==> src/rtl/afe_spi_arbiter.sv <==
`default_nettype none
// ============================================================================
// Module      : afe_spi_arbiter
// Description : Round-robin arbiter that shares one AFE SPI shift engine
//               between NREQ requesters. It issues one command per grant,
//               waits for the engine to finish and returns the 24-bit
//               readback to the requester that owned the transfer.
//               Optional watchdog: define AFE_SPI_ARB_WATCHDOG_EN.
// Revision    : 1.0 - initial release
// ============================================================================
module afe_spi_arbiter #(
    parameter int NREQ           = 3,
    parameter int TIMEOUT_CYCLES = 65535
) (
    input  logic                 clk,
    input  logic                 rst,
    input  logic [NREQ-1:0]      req_valid,
    input  logic [32*NREQ-1:0]   req_cmd,
    output logic [NREQ-1:0]      req_ack,
    output logic [NREQ-1:0]      rsp_valid,
    output logic [23:0]          rsp_data,
    output logic                 rsp_error,
    output logic                 spi_strobe,
    output logic [31:0]          spi_cmd,
    input  logic [31:0]          spi_status,
    output logic [2:0]           grant,
    output logic                 active
);

    localparam logic [1:0] c_ST_IDLE      = 2'd0;
    localparam logic [1:0] c_ST_ISSUE     = 2'd1;
    localparam logic [1:0] c_ST_WAIT_BUSY = 2'd2;
    localparam logic [1:0] c_ST_WAIT_DONE = 2'd3;

    // After reset requester 0 is the first one searched.
    localparam logic [2:0] c_GRANT_RST = 3'(NREQ - 1);
    localparam logic [3:0] c_NREQ4     = 4'(NREQ);

    // Elaboration-time parameter range checks.
    if (NREQ < 2 || NREQ > 8) begin : g_bad_nreq
        $error("afe_spi_arbiter: NREQ must be in 2..8");
    end
    if (TIMEOUT_CYCLES < 1 || TIMEOUT_CYCLES > 65535) begin : g_bad_timeout
        $error("afe_spi_arbiter: TIMEOUT_CYCLES must be in 1..65535");
    end

    logic [1:0]      r_state,      w_state_nxt;
    logic [2:0]      r_grant,      w_grant_nxt;
    logic [31:0]     r_spi_cmd,    w_spi_cmd_nxt;
    logic [NREQ-1:0] r_req_ack,    w_req_ack_nxt;
    logic [NREQ-1:0] r_rsp_valid,  w_rsp_valid_nxt;
    logic [23:0]     r_rsp_data,   w_rsp_data_nxt;
    logic            r_spi_strobe, w_spi_strobe_nxt;
    logic            r_active,     w_active_nxt;

    logic            w_busy;
    logic            w_timeout;
    logic [7:0]      w_req_pad;
    logic [3:0]      w_idx;
    logic [2:0]      w_winner;
    logic            w_found;
    logic [NREQ-1:0] w_win_onehot;
    logic [NREQ-1:0] w_grant_onehot;
    logic [31:0]     w_win_cmd;
    logic            w_unused_status;

    assign w_busy          = spi_status[31];
    assign w_req_pad       = 8'(req_valid);
    assign w_unused_status = ^spi_status[30:24];

    // Rotating search starting just after the last grant, wrapping at NREQ.
    always_comb begin
        w_found  = 1'b0;
        w_winner = r_grant;
        w_idx    = 4'd0;
        for (int k = 1; k <= NREQ; k++) begin
            w_idx = 4'(r_grant) + 4'(k);
            if (w_idx >= c_NREQ4) begin
                w_idx = w_idx - c_NREQ4;
            end
            if (!w_found && w_req_pad[w_idx[2:0]]) begin
                w_found  = 1'b1;
                w_winner = w_idx[2:0];
            end
        end
    end

    // One-hot decode of winner/owner and selection of the winner's command.
    always_comb begin
        w_win_onehot   = '0;
        w_grant_onehot = '0;
        w_win_cmd      = '0;
        for (int i = 0; i < NREQ; i++) begin
            if (w_winner == 3'(i)) begin
                w_win_onehot[i] = 1'b1;
                w_win_cmd       = req_cmd[32*i +: 32];
            end
            if (r_grant == 3'(i)) begin
                w_grant_onehot[i] = 1'b1;
            end
        end
    end

`ifdef AFE_SPI_ARB_WATCHDOG_EN
    localparam logic [15:0] c_TIMEOUT      = 16'(TIMEOUT_CYCLES);
    localparam logic [15:0] c_NOBUSY_LIMIT = 16'd7;

    logic [15:0] r_wdog, w_wdog_nxt;
    logic        r_rsp_error;

    // Watchdog: cleared at issue, counts while waiting on the engine.
    // A timeout only fires when the normal exit condition is not met.
    always_comb begin
        w_wdog_nxt = r_wdog;
        w_timeout  = 1'b0;
        case (r_state)
            c_ST_ISSUE: begin
                w_wdog_nxt = '0;
            end
            c_ST_WAIT_BUSY: begin
                w_wdog_nxt = r_wdog + 16'd1;
                w_timeout  = !w_busy && ((r_wdog >= c_TIMEOUT) || (r_wdog == c_NOBUSY_LIMIT));
            end
            c_ST_WAIT_DONE: begin
                w_wdog_nxt = r_wdog + 16'd1;
                w_timeout  = w_busy && (r_wdog >= c_TIMEOUT);
            end
            default: begin
                w_wdog_nxt = r_wdog;
            end
        endcase
    end

    // Watchdog counter and error flag; the flag is high only in the rsp cycle.
    always_ff @(posedge clk) begin
        if (rst) begin
            r_wdog      <= '0;
            r_rsp_error <= 1'b0;
        end else begin
            r_wdog      <= w_wdog_nxt;
            r_rsp_error <= w_timeout;
        end
    end

    assign rsp_error = r_rsp_error;
`else
    assign w_timeout = 1'b0;
    assign rsp_error = 1'b0;
`endif

    // Next-state and next-output logic of the transfer FSM.
    always_comb begin
        w_state_nxt      = r_state;
        w_grant_nxt      = r_grant;
        w_spi_cmd_nxt    = r_spi_cmd;
        w_req_ack_nxt    = '0;
        w_rsp_valid_nxt  = '0;
        w_rsp_data_nxt   = r_rsp_data;
        w_spi_strobe_nxt = 1'b0;
        w_active_nxt     = r_active;
        case (r_state)
            c_ST_IDLE: begin
                w_active_nxt = 1'b0;
                // The busy gate also covers an engine left running by a reset.
                if (w_found && !w_busy) begin
                    w_grant_nxt      = w_winner;
                    w_spi_cmd_nxt    = w_win_cmd;
                    w_req_ack_nxt    = w_win_onehot;
                    w_spi_strobe_nxt = 1'b1;
                    w_active_nxt     = 1'b1;
                    w_state_nxt      = c_ST_ISSUE;
                end
            end
            c_ST_ISSUE: begin
                w_state_nxt = c_ST_WAIT_BUSY;
            end
            c_ST_WAIT_BUSY: begin
                if (w_busy) begin
                    w_state_nxt = c_ST_WAIT_DONE;
                end else if (w_timeout) begin
                    w_rsp_valid_nxt = w_grant_onehot;
                    w_rsp_data_nxt  = '0;
                    w_state_nxt     = c_ST_IDLE;
                end
            end
            c_ST_WAIT_DONE: begin
                if (!w_busy) begin
                    w_rsp_valid_nxt = w_grant_onehot;
                    w_rsp_data_nxt  = spi_status[23:0];
                    w_state_nxt     = c_ST_IDLE;
                end else if (w_timeout) begin
                    w_rsp_valid_nxt = w_grant_onehot;
                    w_rsp_data_nxt  = '0;
                    w_state_nxt     = c_ST_IDLE;
                end
            end
            default: begin
                w_state_nxt = c_ST_IDLE;
            end
        endcase
    end

    // State and registered outputs.
    always_ff @(posedge clk) begin
        if (rst) begin
            r_state      <= c_ST_IDLE;
            r_grant      <= c_GRANT_RST;
            r_spi_cmd    <= '0;
            r_req_ack    <= '0;
            r_rsp_valid  <= '0;
            r_rsp_data   <= '0;
            r_spi_strobe <= 1'b0;
            r_active     <= 1'b0;
        end else begin
            r_state      <= w_state_nxt;
            r_grant      <= w_grant_nxt;
            r_spi_cmd    <= w_spi_cmd_nxt;
            r_req_ack    <= w_req_ack_nxt;
            r_rsp_valid  <= w_rsp_valid_nxt;
            r_rsp_data   <= w_rsp_data_nxt;
            r_spi_strobe <= w_spi_strobe_nxt;
            r_active     <= w_active_nxt;
        end
    end

    assign req_ack    = r_req_ack;
    assign rsp_valid  = r_rsp_valid;
    assign rsp_data   = r_rsp_data;
    assign spi_strobe = r_spi_strobe;
    assign spi_cmd    = r_spi_cmd;
    assign grant      = r_grant;
    assign active     = r_active;

endmodule
`default_nettype wire

==> config.mk <==
export PLATFORM = sky130hd
export DESIGN_NAME = afe_spi_arbiter
export DESIGN_NICKNAME = d
export VERILOG_FILES = /design/src/rtl/afe_spi_arbiter.sv
export SDC_FILE = /design/constraint.sdc
export NUM_CORES = 1
export LEC_CHECK = 0
export ABC_CLOCK_PERIOD_IN_PS = 5200
export BUFFER_PORTS_ARGS = -buffer_cell sky130_fd_sc_hd__buf_4
export CORE_MARGIN = 1.5
export CORE_UTILIZATION = 40
export CTS_CLUSTER_DIAMETER = 80
export DETAILED_ROUTE_END_ITERATION = 6
export MAX_ROUTING_LAYER = met4
export PLACE_DENSITY = 0.74
export REMOVE_ABC_BUFFERS = 1
export SYNTH_ARGS = -nofsm -noshare
export SYNTH_HDL_FRONTEND = slang
export SYNTH_SLANG_ARGS = --single-unit
export TNS_END_PERCENT = 10
==> constraint.sdc <==
create_clock -name clk -period 5.2 [get_ports clk]
set_clock_uncertainty 0.2 [all_clocks]
set_input_delay 0 -clock clk [delete_from_list [all_inputs] [get_ports clk]]
set_output_delay 0 -clock clk [all_outputs]
set_load 0.02 [all_outputs]
Word level (Yosys, flattened, before mapping) --
Cells that the tools add are included.
Word-level totals: RAM bits 0, memories kept 0, output and inout port bits 68, bits in latches 0, memory bits (read-only) 0, word-level logic and storage cells 78, flip-flop bits (word level) 69
Cells by class: reduce and logical (&&, ||, !) cells 15, multiplexer cells 29, shift operators 0, multipliers 0, order comparisons 6, div/mod/pow operators 0, equality and inequality tests 10, add/subtract/negate cells 6, bitwise operators 4
Operator list (number):
- 2-to-1 mux 32 bit | 3
- 2-to-1 mux 3 bit | 6
- 2-to-1 mux 1 bit | 13
- greater-or-equal comparator 4 x 2 -> 1 bit (second input constant) | 3
- < comparator 3 x 4 -> 1 bit (second input constant) | 3
- binary-select mux 1 bit (select 3 bit) | 3
- subtractor 3 x 2 -> 3 bit (second input constant) | 3
- adder 3 x 2 -> 4 bit (second input constant) | 2
- one-hot mux 2 bit (4 select lines) | 1
- equality test 3 x 1 -> 1 bit (second input constant) | 2
- equality test 3 x 2 -> 1 bit (second input constant) | 2
- logical NOT 3 bit | 2
- 2-to-1 mux 2 bit | 3
- != test 2 bit (second input constant) | 3
- OR reduction 3 bit | 2
- adder 3 x 1 -> 4 bit (second input constant) | 1
- equality test 2 bit (second input constant) | 2
- NOT 1 bit | 4
- AND reduction 2 bit | 2
- logical AND 1 bit | 3
- logical NOT 1 bit | 3
- AND reduction 3 bit | 1
- equality test 2 x 1 -> 1 bit (second input constant) | 1
- logical NOT 2 bit | 1
- OR reduction 2 bit | 1

Depth between registers and ports, before layout --
depth in word-level cells 16, gate-level depth with buffers 14

Least setup slack after synthesis --
Ideal clock, no wire load.
path kind register to register, start reg r_grant[0], in the netlist grant[0], end reg r_spi_cmd[12], in the netlist spi_cmd[12], setup time 0.122 ns, arrival 3.373 ns, cell stages (with the launch flop) 13, period minus slack after synthesis 3.696 ns, setup slack 1.504 ns, path through dfxtp_1 buf_4 clkinv_1 ha_1 and2_0 mux4_2 o32a_1 a311oi_2 and3_4 mux2i_4 buf_6 mux2i_1 o21ai_1
Between the ends: longest elaborated chain between the ends 16, elaborated cells between the ends (all ways) 36, those cells by class add/sub (6); order compare (3); eq/ne (2); mux (18); reduce/logical (7)
RTL lines:
- from (decl) | line 48 | logic [2:0] r_grant, w_grant_nxt;
- from (signal assigned) | line 207 | r_grant <= c_GRANT_RST;
- from (signal assigned) | line 216 | r_grant <= w_grant_nxt;
- adder 3 x 1 -> 4 bit | line 77 | w_idx = 4'(r_grant) + 4'(k);
- greater-or-equal comparator 4 x 2 -> 1 bit or subtractor 3 x 2 -> 3 bit (tied branches) | line 78, 79
- 2-to-1 mux 3 bit | line 78 | if (w_idx >= c_NREQ4) begin
- binary-select mux 1 bit (select 3 bit) | line 81 | if (!w_found && w_req_pad[w_idx[2:0]]) begin
- 2-to-1 mux 1 bit (not written as such) | line 81
- 2-to-1 mux 1 bit | line 81
- logical NOT 1 bit | line 81
- logical AND 1 bit | line 81
- 2-to-1 mux 1 bit | line 81
- logical NOT 1 bit | line 81
- logical AND 1 bit | line 81
- 2-to-1 mux 3 bit | line 81
- logical NOT 3 bit | line 94 | if (w_winner == 3'(i)) begin
- 2-to-1 mux 32 bit (3 in a row) | line 94
- to (signal assigned) | line 217 | r_spi_cmd <= w_spi_cmd_nxt;
- to (decl) | line 49 | logic [31:0] r_spi_cmd, w_spi_cmd_nxt;
Several ways; a longest one is shown, not always the timed one. The select of a mux whose other input is x is not followed. A chain may end at the register's enable or synchronous reset.

Worst setup path in the final report --
start reg r_grant[1], in the netlist grant[1], end reg r_spi_cmd[29], in the netlist spi_cmd[29]
The elaborated chain is that of the path after synthesis.

==> results.sh <==
export IMPL_cts_setup_buffers=0
export IMPL_clk_pin_slew_ps=80
export IMPL_synthSimpleGateAreaFrac=0.1391
export IMPL_path_cells="inv_1 > ha_1 > mux4_2 > o32a_1 > a311o_1 > o311ai_4 > nor2_2 > nand2b_1 > o21ai_0 > dlygate4sd3_1"
export IMPL_coreArea_sq_um=8341
export IMPL_cp_max_fo=14
export IMPL_muxShareOfSynthArea=0.1259
export IMPL_placed_cell_area_sq_um=4971
export IMPL_clkSinkCount=69
export IMPL_synthXorXnorAreaFrac=0.01649
export IMPL_finalHoldViolations=0
export IMPL_synth_top_family_by_area="compound AO/OA/AOI/OAI gates"
export IMPL_p_leak_nw=2.930
export IMPL_synth_compound_area_share=0.2252
export IMPL_die_w_um=96.40
export IMPL_drt_wl_total_um=13240
export IMPL_dieArea_sq_um=9293
export IMPL_grt_total_usage=0.2871
export IMPL_cts_tree="built"
export IMPL_fillerInstances=555
export IMPL_h_tree_depth=3
export IMPL_reg2reg_slack_ps=420
export IMPL_dr_first_iter_drc_count=153
export IMPL_swShare=0.4417
export IMPL_crit_start="grant[1]"
export IMPL_start_util=0.4184
export IMPL_globalRouteOverflowTotal=0
export IMPL_r2r_end="spi_cmd[29]"
export IMPL_layout_common_cells="buf_4 (197), dlygate4sd3_1 (118), dfxtp_1 (69)"
export IMPL_wl_per_cell_um=16.65
export IMPL_route_detailed_drc=0
export IMPL_maxSlewHeadroom=0.4272
export IMPL_synthCells=386
export IMPL_ir_worst_vdd_uv=504.4
export IMPL_hold_class="in2reg"
export IMPL_endpoint="spi_cmd[29]"
export IMPL_clockRootBuffer="clkbuf_8"
export IMPL_rows=33
export IMPL_stdcell_area_sq_um=6351
export IMPL_ys_flop_type="dfxtp_1"
export IMPL_place_congestion=0.8881
export IMPL_ys_types=54
export IMPL_post_drt_via_cell_ratio=5.185
export IMPL_crit_path_top_delay_cell="dfxtp_1"
export IMPL_diodes=0
export IMPL_worstRegToRegCells=10
export IMPL_worstHoldStart="req_valid[1]"
export IMPL_report_final_slew_viol_count=0
export IMPL_synthArstFlopShare=0
export IMPL_tns_ps=0
export IMPL_tightest_slew_ps=857.2
export IMPL_cp_num_buf_inv=2
export IMPL_total_power_mw=3.749
export IMPL_combPwrFrac=0.676
export IMPL_fmaxAchievable_mhz=209.3
export IMPL_period_share=0.9190
export IMPL_internal_power_mw=2.093
export IMPL_seqPwrFrac=0.209
export IMPL_regArea_sq_um=1381
export IMPL_multi_input_area_sq_um=1937
export IMPL_vias=4122
export IMPL_clockBufferDepth=2
export IMPL_ant_nets=0
export IMPL_grt_antenna_before_repair=0
export IMPL_maxCapViolCount=0
export IMPL_nNetsFinal=830
export IMPL_grt_pass1_vias=4173
export IMPL_post_synth_fa_ha_maj_area_fraction=0.04303
export IMPL_seq_area_frac_synth=0.3958
export IMPL_synth_seq_cells=69
export IMPL_area_delta_synth_final_pct=82.00
export IMPL_arrival_ps=4820
export IMPL_power_density_nw_per_um2=590.3
export IMPL_dpl_cell_count=661
export IMPL_start_kind="register"
export IMPL_final_cells=795
export IMPL_io_pins=201
export IMPL_path_delay_family="compound AO/OA/AOI/OAI gates"
export IMPL_drive_above_1_share=0.3275
export IMPL_dpl_hpwl_um=7472
export IMPL_worst_setup_path_end_kind="register"
export IMPL_slowest_delay_ps=580
export IMPL_numCtsBuffers=9
export IMPL_drt_pass1_iter_count=5
export IMPL_yosys_warnings=0
export IMPL_setup_viol=0
export IMPL_r2r_start="grant[1]"
export IMPL_layout_min_cycle_time_ps=4779
export IMPL_clkLatencyLatePin_ps=340
export IMPL_clkPwrFrac=0.116
export IMPL_p_sw_mw=1.656
export IMPL_avgSynthCellArea_sq_um=9.040
export IMPL_synth_edf_count=0
export IMPL_grt_max_degree=36
export IMPL_rsz0062_at_grt="false"
export IMPL_cp_depth=10
export IMPL_path_class="reg2reg"
export IMPL_io_buffer_count=192
export IMPL_dieHeight_um=96.40
export IMPL_final_common_cell="buf_4"
export IMPL_grt_pass1_wl_um=19930
export IMPL_netlist_area_sq_um=3490
export IMPL_required_ps=5240
export IMPL_outcome="completed"
-- through the flow --
| stage | util | hold slack, ps | worst slack [ps] |
|---|---|---|---|
| after floorplan | - | -130.9 | 524.1 |
| after global placement | 0.5960 | 32.23 | 1116 |
| after detailed placement | 0.5960 | 36.87 | 1048 |
| after CTS | 0.7606 | 99.17 | 491.7 |
| after global routing | 0.7615 | 125.3 | 61.22 |
| final | 0.7615 | 88.77 | 421.3 |
-- how the worst min path moves through the flow --
stage | slack [ps] | endpoint | cells after the start
2_1_floorplan | -130 | active | 1
3_3_place_gp | 30 | spi_cmd[1] | 3
3_5_place_dp | 40 | spi_cmd[1] | 3
4_1_cts | 100 | req_ack[2] | 3
5_1_grt | 130 | req_ack[2] | 4
6_report | 90 | req_ack[2] | 4
-- per-layer routing --
metal	global-route usage	wire length, um	vias up
met5	-	0	-
met4	0.1196	430	0
met3	0.06103	857	29
met2	0.4994	6723	186
met1	0.3188	5227	1915
li1	-	-	1992
-- registers in the layout, indices dropped and copies added (netlist names) --
register / cells
spi_cmd: 32
grant: 3
rsp_data: 24
req_ack: 3
rsp_valid: 3
active: 1
spi_strobe: 1
r_state: 2
-- cells by family (layout without fill, tap and decap cells) --
family,count (synthesis),after routing
other,1,1
AND/OR/NAND/NOR,104,104
buffers and inverters,36,340
XOR/XNOR,5,5
AO/OA/AOI/OAI,118,118
adder cells (fa/ha/maj),12,12
multiplexers,41,41
flip-flops,69,69
-- Yosys cell counts, drive strengths merged (2+ instances only) --
cell / count / area (sq um)
a32oi: 20 / 175.2
a21oi: 31 / 155.2
clkbuf: 9 / 33.78
mux2i: 37 / 382.9
buf: 19 / 122.6
nand3b: 2 / 15.01
ha: 12 / 150.1
and3: 2 / 17.52
nor2: 12 / 45.04
nand2b: 6 / 37.54
nand3: 2 / 10.01
nand2: 57 / 214.0
xnor2: 3 / 26.28
dfxtp: 69 / 1381
nor2b: 3 / 18.77
nor3: 5 / 25.02
a22oi: 14 / 110.1
and2: 6 / 37.54
o21ai: 36 / 180.2
mux2: 3 / 33.78
inv: 7 / 26.28
nor4: 3 / 18.77
a211oi: 4 / 30.03
or3: 3 / 23.77
-- power by group through the flow --
stage	combinational (mW)	clock (mW)	sequential [mW]
2_1_floorplan	1.33	0	0.952
5_1_grt	2.72	0.463	0.798
4_1_cts	2.47	0.446	0.774
3_3_place_gp	2.16	0	0.779
6_report	2.53	0.433	0.782
3_5_place_dp	2.19	0	0.784
-- worst reg2reg max path, stage by stage (launching register included) --
cell and delay, ps:
dfxtp_1 580, inv_1 220, ha_1 560, mux4_2 540, o32a_1 360, a311o_1 340
o311ai_4 390, nor2_2 240, nand2b_1 470, o21ai_0 200, dlygate4sd3_1 580
-- cell type report --
class,instances,area share
clock inverters,6,0.01005
well taps,105,0.02069
flip-flops and latches,69,0.2175
clock buffers,10,0.02009
repair buffers,316,0.4220
inverters,8,0.004728
multi-input cells,281,0.3050
-- what timing repair did --
item	in CTS	in global routing
endpoints found under the hold margin	62	0
hold buffers	118	0
gates resized for setup	0	1
endpoints found under the setup margin	0	1
(Power assumes the default switching activity.)
